--- config.mk ---
export PLATFORM = sky130hd
export DESIGN_NAME = grf_wr_arbiter_flat
export DESIGN_NICKNAME = d
export VERILOG_FILES = /design/src/rtl/grf_wr_arbiter_if.sv /design/src/rtl/grf_wr_arbiter.sv /design/src/flat_wrapper.sv
export SDC_FILE = /design/constraint.sdc
export NUM_CORES = 1
export LEC_CHECK = 0
export CORE_UTILIZATION = 39
export DETAILED_ROUTE_END_ITERATION = 10
export GPL_TIMING_DRIVEN = 0
export PLACE_DENSITY = 0.89
export SKIP_LAST_GASP = 1
export SLEW_MARGIN = 30
export SYNTH_ARGS = -nofsm -noshare
export SYNTH_HDL_FRONTEND = slang
export SYNTH_SLANG_ARGS = --single-unit
--- constraint.sdc ---
create_clock -name clk -period 1.7 [get_ports clk]
set_input_delay 0.34 -clock clk [delete_from_list [all_inputs] [get_ports clk]]
set_output_delay 0.34 -clock clk [all_outputs]
set_load 0.005 [all_outputs]
--- src/rtl/grf_wr_arbiter_if.sv ---
// GRF write-port bundle: two requester handshakes, the registered GRF write and the boost flag.
// master = requester/observer side, slave = arbiter side.
interface grf_wr_arbiter_if;
  logic        a_valid;
  logic        a_ready;
  logic [4:0]  a_addr;
  logic [31:0] a_data;
  logic [31:0] a_pc;
  logic        b_valid;
  logic        b_ready;
  logic [4:0]  b_addr;
  logic [31:0] b_data;
  logic [31:0] b_pc;
  logic        grf_we;
  logic [4:0]  grf_a3;
  logic [31:0] grf_wd;
  logic [31:0] grf_pc;
  logic        b_boost;

  modport master (
    output a_valid, a_addr, a_data, a_pc,
    output b_valid, b_addr, b_data, b_pc,
    input  a_ready, b_ready, grf_we, grf_a3, grf_wd, grf_pc, b_boost
  );

  modport slave (
    input  a_valid, a_addr, a_data, a_pc,
    input  b_valid, b_addr, b_data, b_pc,
    output a_ready, b_ready, grf_we, grf_a3, grf_wd, grf_pc, b_boost
  );
endinterface

--- src/rtl/grf_wr_arbiter.sv ---
// Two-requester arbiter for the single GRF write port: fixed priority to A with a B starvation guard,
// or a 1-bit round-robin pointer when GRF_ARB_RR_EN is defined.
module grf_wr_arbiter #(
  parameter int unsigned STARVE_LIMIT = 3
) (
  input logic             clk,
  input logic             reset,
  grf_wr_arbiter_if.slave bus
);

  logic        a_rdy;
  logic        b_rdy;
  logic        a_gnt;
  logic        b_gnt;

  logic        grf_we_q, grf_we_d;
  logic [4:0]  grf_a3_q, grf_a3_d;
  logic [31:0] grf_wd_q, grf_wd_d;
  logic [31:0] grf_pc_q, grf_pc_d;

`ifdef GRF_ARB_RR_EN
  // Pointer 0 favours A, 1 favours B; it only moves when both sides compete.
  logic rr_q, rr_d;

  always_comb begin
    a_rdy = reset & (!bus.b_valid | !rr_q);
    b_rdy = reset & (!bus.a_valid | rr_q);
    rr_d  = rr_q;
    if (bus.a_valid && bus.b_valid) rr_d = !rr_q;
  end

  always_ff @(posedge clk or negedge reset) begin
    if (!reset) rr_q <= 1'b0;
    else        rr_q <= rr_d;
  end

  assign bus.b_boost = 1'b0;
`else
  localparam logic [3:0] LIMIT = 4'(STARVE_LIMIT);

  logic [3:0] starve_cnt_q, starve_cnt_d;
  logic       boost;

  always_comb begin
    boost        = reset & bus.b_valid & (starve_cnt_q == LIMIT);
    a_rdy        = reset & !boost;
    b_rdy        = reset & (boost | !bus.a_valid);
    starve_cnt_d = 4'd0;
    if (bus.b_valid && !b_rdy)
      starve_cnt_d = (starve_cnt_q == LIMIT) ? starve_cnt_q : starve_cnt_q + 4'd1;
  end

  always_ff @(posedge clk or negedge reset) begin
    if (!reset) starve_cnt_q <= 4'd0;
    else        starve_cnt_q <= starve_cnt_d;
  end

  assign bus.b_boost = boost;
`endif

  assign a_gnt = bus.a_valid & a_rdy;
  assign b_gnt = bus.b_valid & b_rdy;

  // Granted fields load the output stage; $0 is accepted but never raises the write enable.
  always_comb begin
    grf_we_d = 1'b0;
    grf_a3_d = grf_a3_q;
    grf_wd_d = grf_wd_q;
    grf_pc_d = grf_pc_q;
    if (a_gnt) begin
      grf_we_d = (bus.a_addr != 5'd0);
      grf_a3_d = bus.a_addr;
      grf_wd_d = bus.a_data;
      grf_pc_d = bus.a_pc;
    end else if (b_gnt) begin
      grf_we_d = (bus.b_addr != 5'd0);
      grf_a3_d = bus.b_addr;
      grf_wd_d = bus.b_data;
      grf_pc_d = bus.b_pc;
    end
  end

  always_ff @(posedge clk or negedge reset) begin
    if (!reset) begin
      grf_we_q <= 1'b0;
      grf_a3_q <= 5'd0;
      grf_wd_q <= 32'd0;
      grf_pc_q <= 32'd0;
    end else begin
      grf_we_q <= grf_we_d;
      grf_a3_q <= grf_a3_d;
      grf_wd_q <= grf_wd_d;
      grf_pc_q <= grf_pc_d;
    end
  end

  assign bus.a_ready = a_rdy;
  assign bus.b_ready = b_rdy;
  assign bus.grf_we  = grf_we_q;
  assign bus.grf_a3  = grf_a3_q;
  assign bus.grf_wd  = grf_wd_q;
  assign bus.grf_pc  = grf_pc_q;

endmodule

--- src/flat_wrapper.sv ---
// flat-port wrapper written by rule: the top's interface ports become plain ports
module grf_wr_arbiter_flat 
#(
  parameter int unsigned STARVE_LIMIT = 3
)
  (clk, reset, bus_a_valid, bus_a_addr, bus_a_data, bus_a_pc, bus_b_valid, bus_b_addr, bus_b_data, bus_b_pc, bus_a_ready, bus_b_ready, bus_grf_we, bus_grf_a3, bus_grf_wd, bus_grf_pc, bus_b_boost);
  grf_wr_arbiter_if bus_i ();
  input logic clk;
  input logic reset;
  input wire logic [$bits(bus_i.a_valid)-1:0] bus_a_valid;
  input wire logic [$bits(bus_i.a_addr)-1:0] bus_a_addr;
  input wire logic [$bits(bus_i.a_data)-1:0] bus_a_data;
  input wire logic [$bits(bus_i.a_pc)-1:0] bus_a_pc;
  input wire logic [$bits(bus_i.b_valid)-1:0] bus_b_valid;
  input wire logic [$bits(bus_i.b_addr)-1:0] bus_b_addr;
  input wire logic [$bits(bus_i.b_data)-1:0] bus_b_data;
  input wire logic [$bits(bus_i.b_pc)-1:0] bus_b_pc;
  output wire logic [$bits(bus_i.a_ready)-1:0] bus_a_ready;
  output wire logic [$bits(bus_i.b_ready)-1:0] bus_b_ready;
  output wire logic [$bits(bus_i.grf_we)-1:0] bus_grf_we;
  output wire logic [$bits(bus_i.grf_a3)-1:0] bus_grf_a3;
  output wire logic [$bits(bus_i.grf_wd)-1:0] bus_grf_wd;
  output wire logic [$bits(bus_i.grf_pc)-1:0] bus_grf_pc;
  output wire logic [$bits(bus_i.b_boost)-1:0] bus_b_boost;
  assign bus_i.a_valid = bus_a_valid;
  assign bus_i.a_addr = bus_a_addr;
  assign bus_i.a_data = bus_a_data;
  assign bus_i.a_pc = bus_a_pc;
  assign bus_i.b_valid = bus_b_valid;
  assign bus_i.b_addr = bus_b_addr;
  assign bus_i.b_data = bus_b_data;
  assign bus_i.b_pc = bus_b_pc;
  assign bus_a_ready = bus_i.a_ready;
  assign bus_b_ready = bus_i.b_ready;
  assign bus_grf_we = bus_i.grf_we;
  assign bus_grf_a3 = bus_i.grf_a3;
  assign bus_grf_wd = bus_i.grf_wd;
  assign bus_grf_pc = bus_i.grf_pc;
  assign bus_b_boost = bus_i.b_boost;
  grf_wr_arbiter #(.STARVE_LIMIT(STARVE_LIMIT)) u_core (.clk(clk), .reset(reset), .bus(bus_i));
endmodule
======== Word-level counts from Yosys, hierarchy flattened ========
Cells that the tools add are included.
word-level totals
  register bits after elaboration ......... 74
  input bits .............................. 142
  output and inout bits ................... 73
cells by class
  add/sub/neg operators ................... 1
  equality and inequality tests ........... 2
  mux-type cells .......................... 10
  bitwise logic cells ..................... 7
  reductions and logical operators ........ 7
operators by type and width
  operator                                        number
  2-to-1 mux 32 bit                               4
  2-to-1 mux 5 bit                                2
  nonzero test 5 bit                              2
  2-to-1 mux 4 bit                                2
  AND 1 bit                                       6
  adder 4 x 1 -> 4 bit (second input constant)    1
  == test 4 x 2 -> 1 bit (second input constant)  1
  logical NOT 1 bit                               3
  2-to-1 mux 1 bit                                2
  inequality test 2 bit (second input constant)   1
  nonzero test 2 bit                              1
  logical AND 1 bit                               1
  bitwise OR 1 bit                                1

======== Depth between registers and ports, before layout ========
Gate-level depths: netlist of run 1.
  word-level depth ........................ 7
  gate-level depth with buffers ........... 7
  mapped depth without buffers ............ 4

======== Worst setup path after synthesis of run 1 ========
No wires, ideal clock.
  kind .................................... flip-flop to output port
  from .................................... register u_core.starve_cnt_q[0]
  to ...................................... output port bus_a_ready
  arrival time ............................ 1,219 ps
  required time ........................... 1,360 ps
  setup slack ............................. 141 ps
  stages on the path, launching flop included .. 6
  path buffers ............................ 2
  cell sequence ........................... dfrtp_1 -> ha_1 -> and4bb_1 -> buf_4 -> buf_6 -> nor2_1
between the ends
  longest elaborated chain between the ends .. 4
RTL lines
  item                      line                  RTL
  start: declaration        grf_wr_arbiter.sv:41  logic [3:0] starve_cnt_q, starve_cnt_d;
  start signal: assignment  grf_wr_arbiter.sv:55  else starve_cnt_q <= starve_cnt_d;
  == test 4 x 2 -> 1 bit    grf_wr_arbiter.sv:45  boost = reset & bus.b_valid & (starve_cnt_q == LIMIT);
  AND 1 bit                 grf_wr_arbiter.sv:45
  logical NOT 1 bit         grf_wr_arbiter.sv:46  a_rdy = reset & !boost;
  AND 1 bit                 grf_wr_arbiter.sv:46
  end: declaration          flat_wrapper.sv:18    output wire logic [$bits(bus_i.a_ready)-1:0] bus_a_ready;
Every way passes these cells.

======== Worst setup path in the final report of run 1 ========
Ends and elaborated chain as after synthesis.

==> impl_metrics.tcl, run 1 <==
set metrics [dict create \
    worst-path-stages 5 \
    top_usage_layer "met2" \
    gp_routability_congestion 0.764 \
    coreArea_um2 9680 \
    synth.cell_area_um2 3870 \
    synth_cell_types 31 \
    die_w_um 102 \
    critical_path.top_delay_family "flip-flops" \
    io-pin-count 215 \
    maxCapViolCount 0 \
    grt_pass1_vias 4233 \
    drc_errors 0 \
    antenna_found_initial 0 \
    drt_iter0_markers 129 \
    grt_pass1_wl_um 20800 \
    hold_viol 0 \
    powerDensity_nw_per_um2 784 \
    drive_gt1_share_pct 10.7 \
    synthesis.nets 566 \
    rows 36 \
    die_h_um 102 \
    finalCritPeriodShare_pct 110 \
    cts-htree-levels 3 \
    pre_cts_slack_ps -712 \
    tns_ps -294 \
    p_seq_share_pct 41.4 \
    wl_per_cell_um 17.3 \
    p_leak_nw 2.86 \
    drt_pass1_iterations 4 \
    place_inst 769 \
    cts.path.max_buffers 2 \
    critPathArrivalTime_ps 1530 \
    grt_setup_unrepaired "true" \
    drv_slew 0 \
    max_stage_delay_ps 420 \
    critPathLaunchType "flip-flop" \
    io_buffers 212 \
    hold_class "in2async" \
    cts.sinks 74 \
    outcome "finished, violations left" \
    pwr-share-comb_pct 31.1 \
    endpoint_kind "output pin" \
    peakVddDrop_v 0.000328 \
    worst_pin_slew_ps 661 \
    grt_overflow 0 \
    detail-route-antenna-nets 0 \
    power.switching_w 0.00144 \
    crit_path_max_fanout 3 \
    p_total_w 0.00520 \
    cts_tree "done" \
    crit_chain "ha_4, and4bb_2, buf_8, nor2_1, buf_2" \
    yosys_warnings 0 \
    worst_slack_ps -167 \
    met2_usage_pct 45.0 \
    syn_inst 423 \
    clock_latency_ps 350 \
    root_buffer "clkbuf_8" \
    yosys-top-cells-area "dfrtp_1, o211ai_1, inv_1" \
    reg2reg_depth 6 \
    slowest_stage "dfrtp_1" \
    numCtsBuffers 9 \
    met1_usage_pct 32.4 \
    switching_share_pct 27.8 \
    critPathBufInv 2 \
    drt-total-wl_um 13700 \
    die_area_um2 10300 \
    synth_top_area_share_pct 47.8 \
    start_util_pct 40.0 \
    yosysSeqAreaShare_pct 47.8 \
    dp_hpwl_um 9920 \
    violations "setup timing" \
    clkPwrFrac_pct 27.5 \
    cp.required_ps 1360 \
    grt_use_total_pct 26.5 \
    clock_skew_ps 9.80 \
    fmax_ghz 0.536 \
    dr_total_vias 4250 \
    grtUsageMet3_pct 4.69 \
    area_growth_pct 71.2 \
    viasPerCell 5.35 \
    clkTransAtPathRegs_ps 80 \
    fin_crit_ps 1870 \
    p_int_w 0.00375 \
    layout.nets 800 \
    grt_max_degree 33 \
    setup_viol 4 \
    synth_area_leader_cell "dfrtp_1" \
    synth-seq-cells 74 \
    layoutNonFillerInstCount 795 \
    diodes 0 \
    relSlewSlack_pct 55.7 \
    avgSynthCellArea_um2 9.16 \
    path_class "reg2out" \
]
cells by family after synthesis:
kind of cell	Yosys count	share of synthesized area, %
AOI/OAI and AO/OA	147	28.2
xor gates and xnor gates	2	0.452
adders and majority gates	1	0.323
buffers and inverters	111	13.2
DFF	74	47.8
muxes	1	0.258
and+or+nand+nor	87	9.79
placed cells by master, fill, tap and decap left out, types with 3 or more instances in the layout:
cell type        Yosys  routed
nand2_1             71      71
buf_4                1       6
inv_1               71      71
buf_12               0       3
o211ai_1           138     138
buf_2               18      21
clkdlybuf4s50_1      0     208
buf_6                9      14
clkinv_2             0       3
nor2_1               3       3
clkbuf_8             0      11
clkbuf_1            12       6
dfrtp_1             74      74
through the flow:
step | area [um^2] | hold slack, ps | utilization (%)
3_3_place_gp | 6160 | 480 | 63.6
6_report | 6630 | 7.23 | 68.5
2_1_floorplan | 3870 | 44.4 | -
3_5_place_dp | 6180 | 320 | 63.8
4_1_cts | 6540 | 10.1 | 67.5
5_1_grt | 6630 | 16.0 | 68.5
registers in the layout (all words and copies together), names as in the netlist:
signal	count
u_core.bus.grf_pc	32
u_core.bus.grf_wd	32
u_core.bus.grf_a3	5
u_core.starve_cnt_q	4
u_core.bus.grf_we	1
final cells by class:
cell class / instances / area (um^2)
Multi-Input combinational cell: 238 / 1550
Inverter: 71 / 267
Buffer: 39 / 295
Fill cell: 771 / 3050
Sequential cell: 74 / 1850
Clock inverter: 5 / 52.6
Timing Repair Buffer: 224 / 2290
Tap cell: 133 / 166
Clock buffer: 11 / 151
tightest hold or removal path: stages:
cell and delay, ps:
buf_12 100, buf_12 90, buf_12 190
worst paths after layout:
| check | to | slack (ps) | from |
|---|---|---|---|
| setup / recovery | bus_a_ready | -170 | u_core.starve_cnt_q[0]$_DFFE_PN0P_ |
| hold / removal | u_core.bus.grf_pc[6]$_DFFE_PN0P_ | 7 | reset |
| setup reg to reg | u_core.bus.grf_pc[6]$_DFFE_PN0P_ | 0 | u_core.starve_cnt_q[0]$_DFFE_PN0P_ |
| hold reg to reg | u_core.bus.grf_pc[13]$_DFFE_PN0P_ | 500 | u_core.bus.grf_pc[13]$_DFFE_PN0P_ |
| max in group asynchronous | u_core.bus.grf_wd[23]$_DFFE_PN0P_ | 1170 | reset |
| min in group clk | u_core.starve_cnt_q[2]$_DFFE_PN0P_ | 330 | bus_b_valid |
synth_stat cells, drive strengths merged:
master and instances:
clkbuf 12, nor3b 1, o211ai 138, nand3 3
o32ai 1, nand3b 1, nand4bb 1, o21a 1
buf 28, and3 1, a311oi 1, nand2b 2
o22ai 1, and4bb 1, dfrtp 74, or4 1
mux2i 1, nor4 1, ha 1, nand2 71
a21oi 2, o21ai 3, inv 71, xnor2 1
xor2 1, nor3 1, nor2 3
metal layers:
metal / vias to the layer above / wire, um / part of all wire, %
li1: 1955 / - / -
met1: 2072 / 5530 / 40
met2: 188 / 6870 / 50
met3: 35 / 903 / 6.6
met4: 0 / 420 / 3.1
met5: - / 0 / 0
timing repair:
action,CTS,global route
cloned,1,1
endpoints found under the hold margin,32,0
pin swaps,7,6
gates resized for setup,27,30
hold buffers,3,0
buffers inserted,5,2
setup endpoints to repair,73,73
power groups by stage:
| stage | clock network (W) | registers, W | logic, W |
|---|---|---|---|
| after floorplan | 0 | 0.00219 | 0.000480 |
| after global placement | 0 | 0.00217 | 0.00148 |
| after detailed placement | 0 | 0.00218 | 0.00153 |
| after CTS | 0.00145 | 0.00215 | 0.00159 |
| after global routing | 0.00152 | 0.00218 | 0.00175 |
| final | 0.00143 | 0.00215 | 0.00162 |
(Power assumes the default switching activity.)
==> inputs of run 2 (changes only) <==
- CORE_UTILIZATION: 39 -> 35
- PLACE_DENSITY: 0.89 -> 0.85
- clock period: 1.7 -> 1.55 ns (I/O delays scaled with it)
==> impl_metrics.tcl, run 2 (synthesized netlist as in run 1, its figures left out) <==
set metrics [dict create \
    cts.path.max_buffers 2 \
    fin_crit_ps 1870 \
    die_area_um2 11500 \
    start_util_pct 35.9 \
    pre_cts_slack_ps -867 \
    grt_use_total_pct 24.9 \
    clkTransAtPathRegs_ps 90 \
    drt_iter0_markers 258 \
    critPathLaunchType "flip-flop" \
    dr_total_vias 4295 \
    power.switching_w 0.00160 \
    coreArea_um2 10800 \
    clock_skew_ps 16.2 \
    setup_viol 74 \
    drt_pass1_iterations 4 \
    cts.sinks 74 \
    fmax_ghz 0.535 \
    clock_latency_ps 340 \
    cp.required_ps 1240 \
    rows 38 \
    grt_pass1_vias 4449 \
    worst_slack_ps -319 \
    finalCritPeriodShare_pct 121 \
    hold_viol 0 \
    drc_errors 0 \
    clkPwrFrac_pct 30.1 \
    endpoint_kind "output pin" \
    holdWs_ps 105 \
    reg2reg_depth 9 \
    critPathArrivalTime_ps 1560 \
    io-pin-count 215 \
    diodes 0 \
    drv_slew 0 \
    path_class "reg2out" \
    grt_max_degree 39 \
    grt_overflow 0 \
    p_int_w 0.00438 \
    p_leak_nw 3.36 \
    viasPerCell 5.22 \
    detail-route-antenna-nets 0 \
    worst_pin_slew_ps 706 \
    cts_tree "done" \
    wl_per_cell_um 18.1 \
    numCtsBuffers 9 \
    antenna_found_initial 0 \
    area_growth_pct 82.0 \
    layout.nets 822 \
    final_cell_mix "clkdlybuf4s50_1, o211ai_1, dfrtp_1" \
    violations "setup timing" \
    peakVddDrop_v 0.000645 \
    cts-htree-levels 3 \
    maxCapViolCount 0 \
    p_seq_share_pct 39.4 \
    pwr-share-comb_pct 30.5 \
    mostFrequentLayoutCell "clkdlybuf4s50_1" \
    drt-total-wl_um 14900 \
    drive_gt1_share_pct 13.5 \
    dp_hpwl_um 10200 \
    outcome "finished, violations left" \
    grt_pass1_wl_um 22100 \
    root_buffer "clkbuf_8" \
    io_buffers 212 \
    p_total_w 0.00598 \
    relSlewSlack_pct 52.6 \
    die_h_um 107 \
    crit_path_max_fanout 2 \
    grt_setup_unrepaired "true" \
    switching_share_pct 26.8 \
    gp_routability_congestion 0.839 \
    powerDensity_nw_per_um2 848 \
    hold_class "in2async" \
    die_w_um 107 \
]
run 2: cell types whose count changed in the layout (fill, tap and decap cells not counted), moves of 2 or more:
| cell | change |
|---|---|
| clkbuf_8 | -2 |
| clkbuf_16 | +4 |
| dlygate4sd3_1 | +2 |
| nor2_1 | -2 |
| buf_8 | +6 |
| buf_6 | +7 |
| buf_4 | +3 |
| dlygate4sd2_1 | +4 |
| bufinv_16 | +2 |
| clkdlybuf4s50_1 | -38 |
| dlymetal6s2s_1 | +34 |
| clkinv_2 | -2 |
run 2: metal layers:
metal  vias up  part of all wire (%)  global-route usage [%]
met5         -                     0                       0
met3        35                   7.4                    5.47
li1       1997                     -                       -
met2       208                    50                    43.2
met1      2055                    40                    29.9
met4         0                   2.7                    9.49
run 2: worst max-delay path, stage by stage (launching register included):
cell and delay, ps:
dfrtp_1 380, ha_2 200, buf_6 100, nand4bb_1 130
buf_4 170, a21oi_2 120, buf_2 120
run 2: metrics by stage:
stage,TNS (ps),instances,util (%),instance area (um^2)
after global routing,-18910,823,65.3,7050
after CTS,-18440,813,63.4,6840
final,-15450,823,65.3,7050
after detailed placement,-60090,776,57.3,6190
after floorplan,0,423,-,3870
after global placement,-432310,775,57.2,6170
run 2: timing repair:
action	CTS	global route
setup buffers	14	12
cloned	4	6
pin swaps	11	21
hold buffers	4	0
gates resized for setup	63	56
hold endpoints to repair	38	0
endpoints found under the setup margin	77	111
run 2: layout make-up:
| class | count | area [um^2] |
|---|---|---|
| buffer | 36 | 300 |
| sequential | 74 | 1850 |
| timing repair buffer | 248 | 2660 |
| inverter | 71 | 267 |
| tap | 140 | 175 |
| multi-input combinational | 239 | 1570 |
| fill | 883 | 3740 |
| clock buffer | 10 | 128 |
| clock inverter | 5 | 104 |
run 2: worst paths after layout:
| kind | start | end | slack [ps] |
|---|---|---|---|
| setup / recovery | u_core.starve_cnt_q[1]$_DFFE_PN0P_ | bus_b_ready | -320 |
| hold / removal | reset | u_core.bus.grf_pc[26]$_DFFE_PN0P_ | 100 |
| setup reg to reg | u_core.starve_cnt_q[1]$_DFFE_PN0P_ | u_core.bus.grf_pc[23]$_DFFE_PN0P_ | -280 |
| hold reg to reg | u_core.bus.grf_pc[25]$_DFFE_PN0P_ | u_core.bus.grf_pc[25]$_DFFE_PN0P_ | 490 |
| max in group asynchronous | reset | u_core.bus.grf_a3[3]$_DFFE_PN0P_ | 790 |
| min in group clk | bus_b_valid | u_core.starve_cnt_q[2]$_DFFE_PN0P_ | 300 |
run 2: power by group through the flow:
stage                     Clock (W)  Combinational [W]  Sequential (W)
after detailed placement          0            0.00168         0.00240
after CTS                   0.00182            0.00181         0.00236
final                       0.00180            0.00183         0.00236
after global placement            0            0.00163         0.00238
after global routing        0.00189            0.00198         0.00238
after floorplan                   0           0.000526         0.00240
==> inputs of run 3 (changes only) <==
- SKIP_LAST_GASP: 1 -> unset
==> impl_metrics.tcl, run 3 (synthesized netlist as in run 1, its figures left out) <==
set metrics [dict create \
    outcome "finished, violations left" \
    violations "setup timing" \
    wl_per_cell_um 17.7 \
    cp.required_ps 1240 \
    drc_errors 0 \
    drv_slew 0 \
    nFillCells 875 \
    clock_skew_ps 16.5 \
    cts.sinks 74 \
    cts.path.max_buffers 2 \
    critical_path.top_delay_family "buffers and inverters" \
    setup_viol 73 \
    final_cell_mix "clkdlybuf4s50_1, o211ai_1, dfrtp_1" \
    start_util_pct 35.9 \
    antenna_found_initial 0 \
    max_stage_delay_ps 380 \
    tns_ps -16910 \
    p_leak_nw 3.34 \
    crit_path_max_fanout 2 \
    critPathBufInv 3 \
    clock_latency_ps 340 \
    area_growth_pct 80.8 \
    grt_max_degree 39 \
    cts-htree-levels 3 \
    viasPerCell 5.20 \
    relSlewSlack_pct 49.9 \
    grt_overflow 0 \
    drt-total-wl_um 14500 \
    hold_class "in2async" \
    die_h_um 107 \
    grt_use_total_pct 24.9 \
    gp_routability_congestion 0.839 \
    peakVddDrop_v 0.000634 \
    pre_cts_slack_ps -867 \
    drt_pass1_iterations 5 \
    critPathArrivalTime_ps 1560 \
    fmax_ghz 0.534 \
    slowest_stage "dfrtp_1" \
    io_buffers 212 \
    cts_tree "done" \
    clkTransAtPathRegs_ps 90 \
    rows 38 \
    die_w_um 107 \
    mostFrequentLayoutCell "clkdlybuf4s50_1" \
    layout.nets 819 \
    powerDensity_nw_per_um2 852 \
    grt_setup_unrepaired "true" \
    numCtsBuffers 9 \
    maxCapViolCount 0 \
    finalCritPeriodShare_pct 121 \
    grt_pass1_vias 4447 \
    hold_viol 0 \
    drive_gt1_share_pct 13.1 \
    dp_hpwl_um 10200 \
    dr_total_vias 4265 \
    detail-route-antenna-nets 0 \
    fin_crit_ps 1870 \
    io-pin-count 215 \
    diodes 0 \
    die_area_um2 11500 \
    worst_slack_ps -323 \
    endpoint_kind "output pin" \
    crit_chain "ha_2, buf_6, nand4bb_1, buf_4, a21oi_2, buf_2" \
    root_buffer "clkbuf_8" \
    worst_pin_slew_ps 747 \
    grt_pass1_wl_um 22100 \
    drt_iter0_markers 299 \
    coreArea_um2 10800 \
    critPathLaunchType "flip-flop" \
    path_class "reg2out" \
]
-- run 3: cell count changes in the layout (fill, tap and decap cells not counted) --
cell       before  now
buf_8           8    7
buf_6          21   15
buf_4           9   14
clkbuf_8        9   10
nand3_4         2    1
buf_2          21   20
buf_16          1    2
nor2_2          1    0
clkbuf_16       5    4
nor2_4          1    2
-- run 3: through the flow --
step	power [W]	hold WS, ps	cells	cell area, um^2	utilization, %
2_1_floorplan	0.00293	14.4	423	3870	-
3_3_place_gp	0.00401	479	775	6170	57.2
3_5_place_dp	0.00407	320	776	6190	57.3
4_1_cts	0.00599	271	813	6850	63.5
5_1_grt	0.00624	125	820	7010	64.9
6_report	0.00597	102	820	7010	64.9
-- run 3: worst paths after layout --
| check | from | end | slack (ps) | cells past startpoint |
|---|---|---|---|---|
| min in group clk | bus_b_valid | u_core.starve_cnt_q[2]$_DFFE_PN0P_ | 290 | 3 |
| worst max-delay path | u_core.starve_cnt_q[1]$_DFFE_PN0P_ | bus_b_ready | -320 | 6 |
| worst min register to register | u_core.bus.grf_pc[25]$_DFFE_PN0P_ | u_core.bus.grf_pc[25]$_DFFE_PN0P_ | 490 | 2 |
| max in group asynchronous | reset | u_core.bus.grf_pc[10]$_DFFE_PN0P_ | 800 | 3 |
| worst max register to register | u_core.starve_cnt_q[1]$_DFFE_PN0P_ | u_core.bus.grf_pc[7]$_DFFE_PN0P_ | -280 | 9 |
| worst min-delay path | reset | u_core.bus.grf_pc[26]$_DFFE_PN0P_ | 100 | 3 |
-- run 3: report_power, final --
part,leakage (nW),switching (W),total [W],internal (W)
sequential,0.884,0.000155,0.00236,0.00220
clock,0.116,0.000735,0.00180,0.00106
combinational,2.34,0.000703,0.00181,0.00111
total,3.34,0.00159,0.00597,0.00437
-- run 3: per-layer routing --
| metal | vias up | part of all wire [%] | global-route usage [%] |
|---|---|---|---|
| met3 | 33 | 6.7 | 5.05 |
| li1 | 1989 | - | - |
| met1 | 2047 | 40 | 30.1 |
| met4 | 0 | 2.7 | 9.39 |
| met2 | 196 | 50 | 43.4 |
| met5 | - | 0 | 0 |
-- run 3: worst reg2reg max path, cell delays in order, from the launching register on --
cell and delay (ps):
dfrtp_1 410, ha_2 190, buf_6 110, nand4bb_1 120
buf_4 150, buf_6 100, nand3_4 150, buf_6 190
clkbuf_16 160, o211ai_1 180
-- run 3: timing repair --
item | 4_1_cts | 5_1_grt
gates cloned | 4 | 3
setup buffers | 14 | 10
endpoints found under the hold margin | 38 | 0
pin swaps | 11 | 11
endpoints found under the setup margin | 77 | 110
gates resized for setup | 66 | 46
hold buffers | 4 | 0
-- run 3: cell type report --
type	instances	area (um^2)	share of cell area [%]
Timing Repair Buffer	245	2610	37.3
Buffer	37	314	4.48
Sequential cell	74	1850	26.4
Tap cell	140	175	2.50
Clock inverter	5	104	1.48
Multi-Input combinational cell	238	1560	22.2
Inverter	71	267	3.80
Clock buffer	10	128	1.82
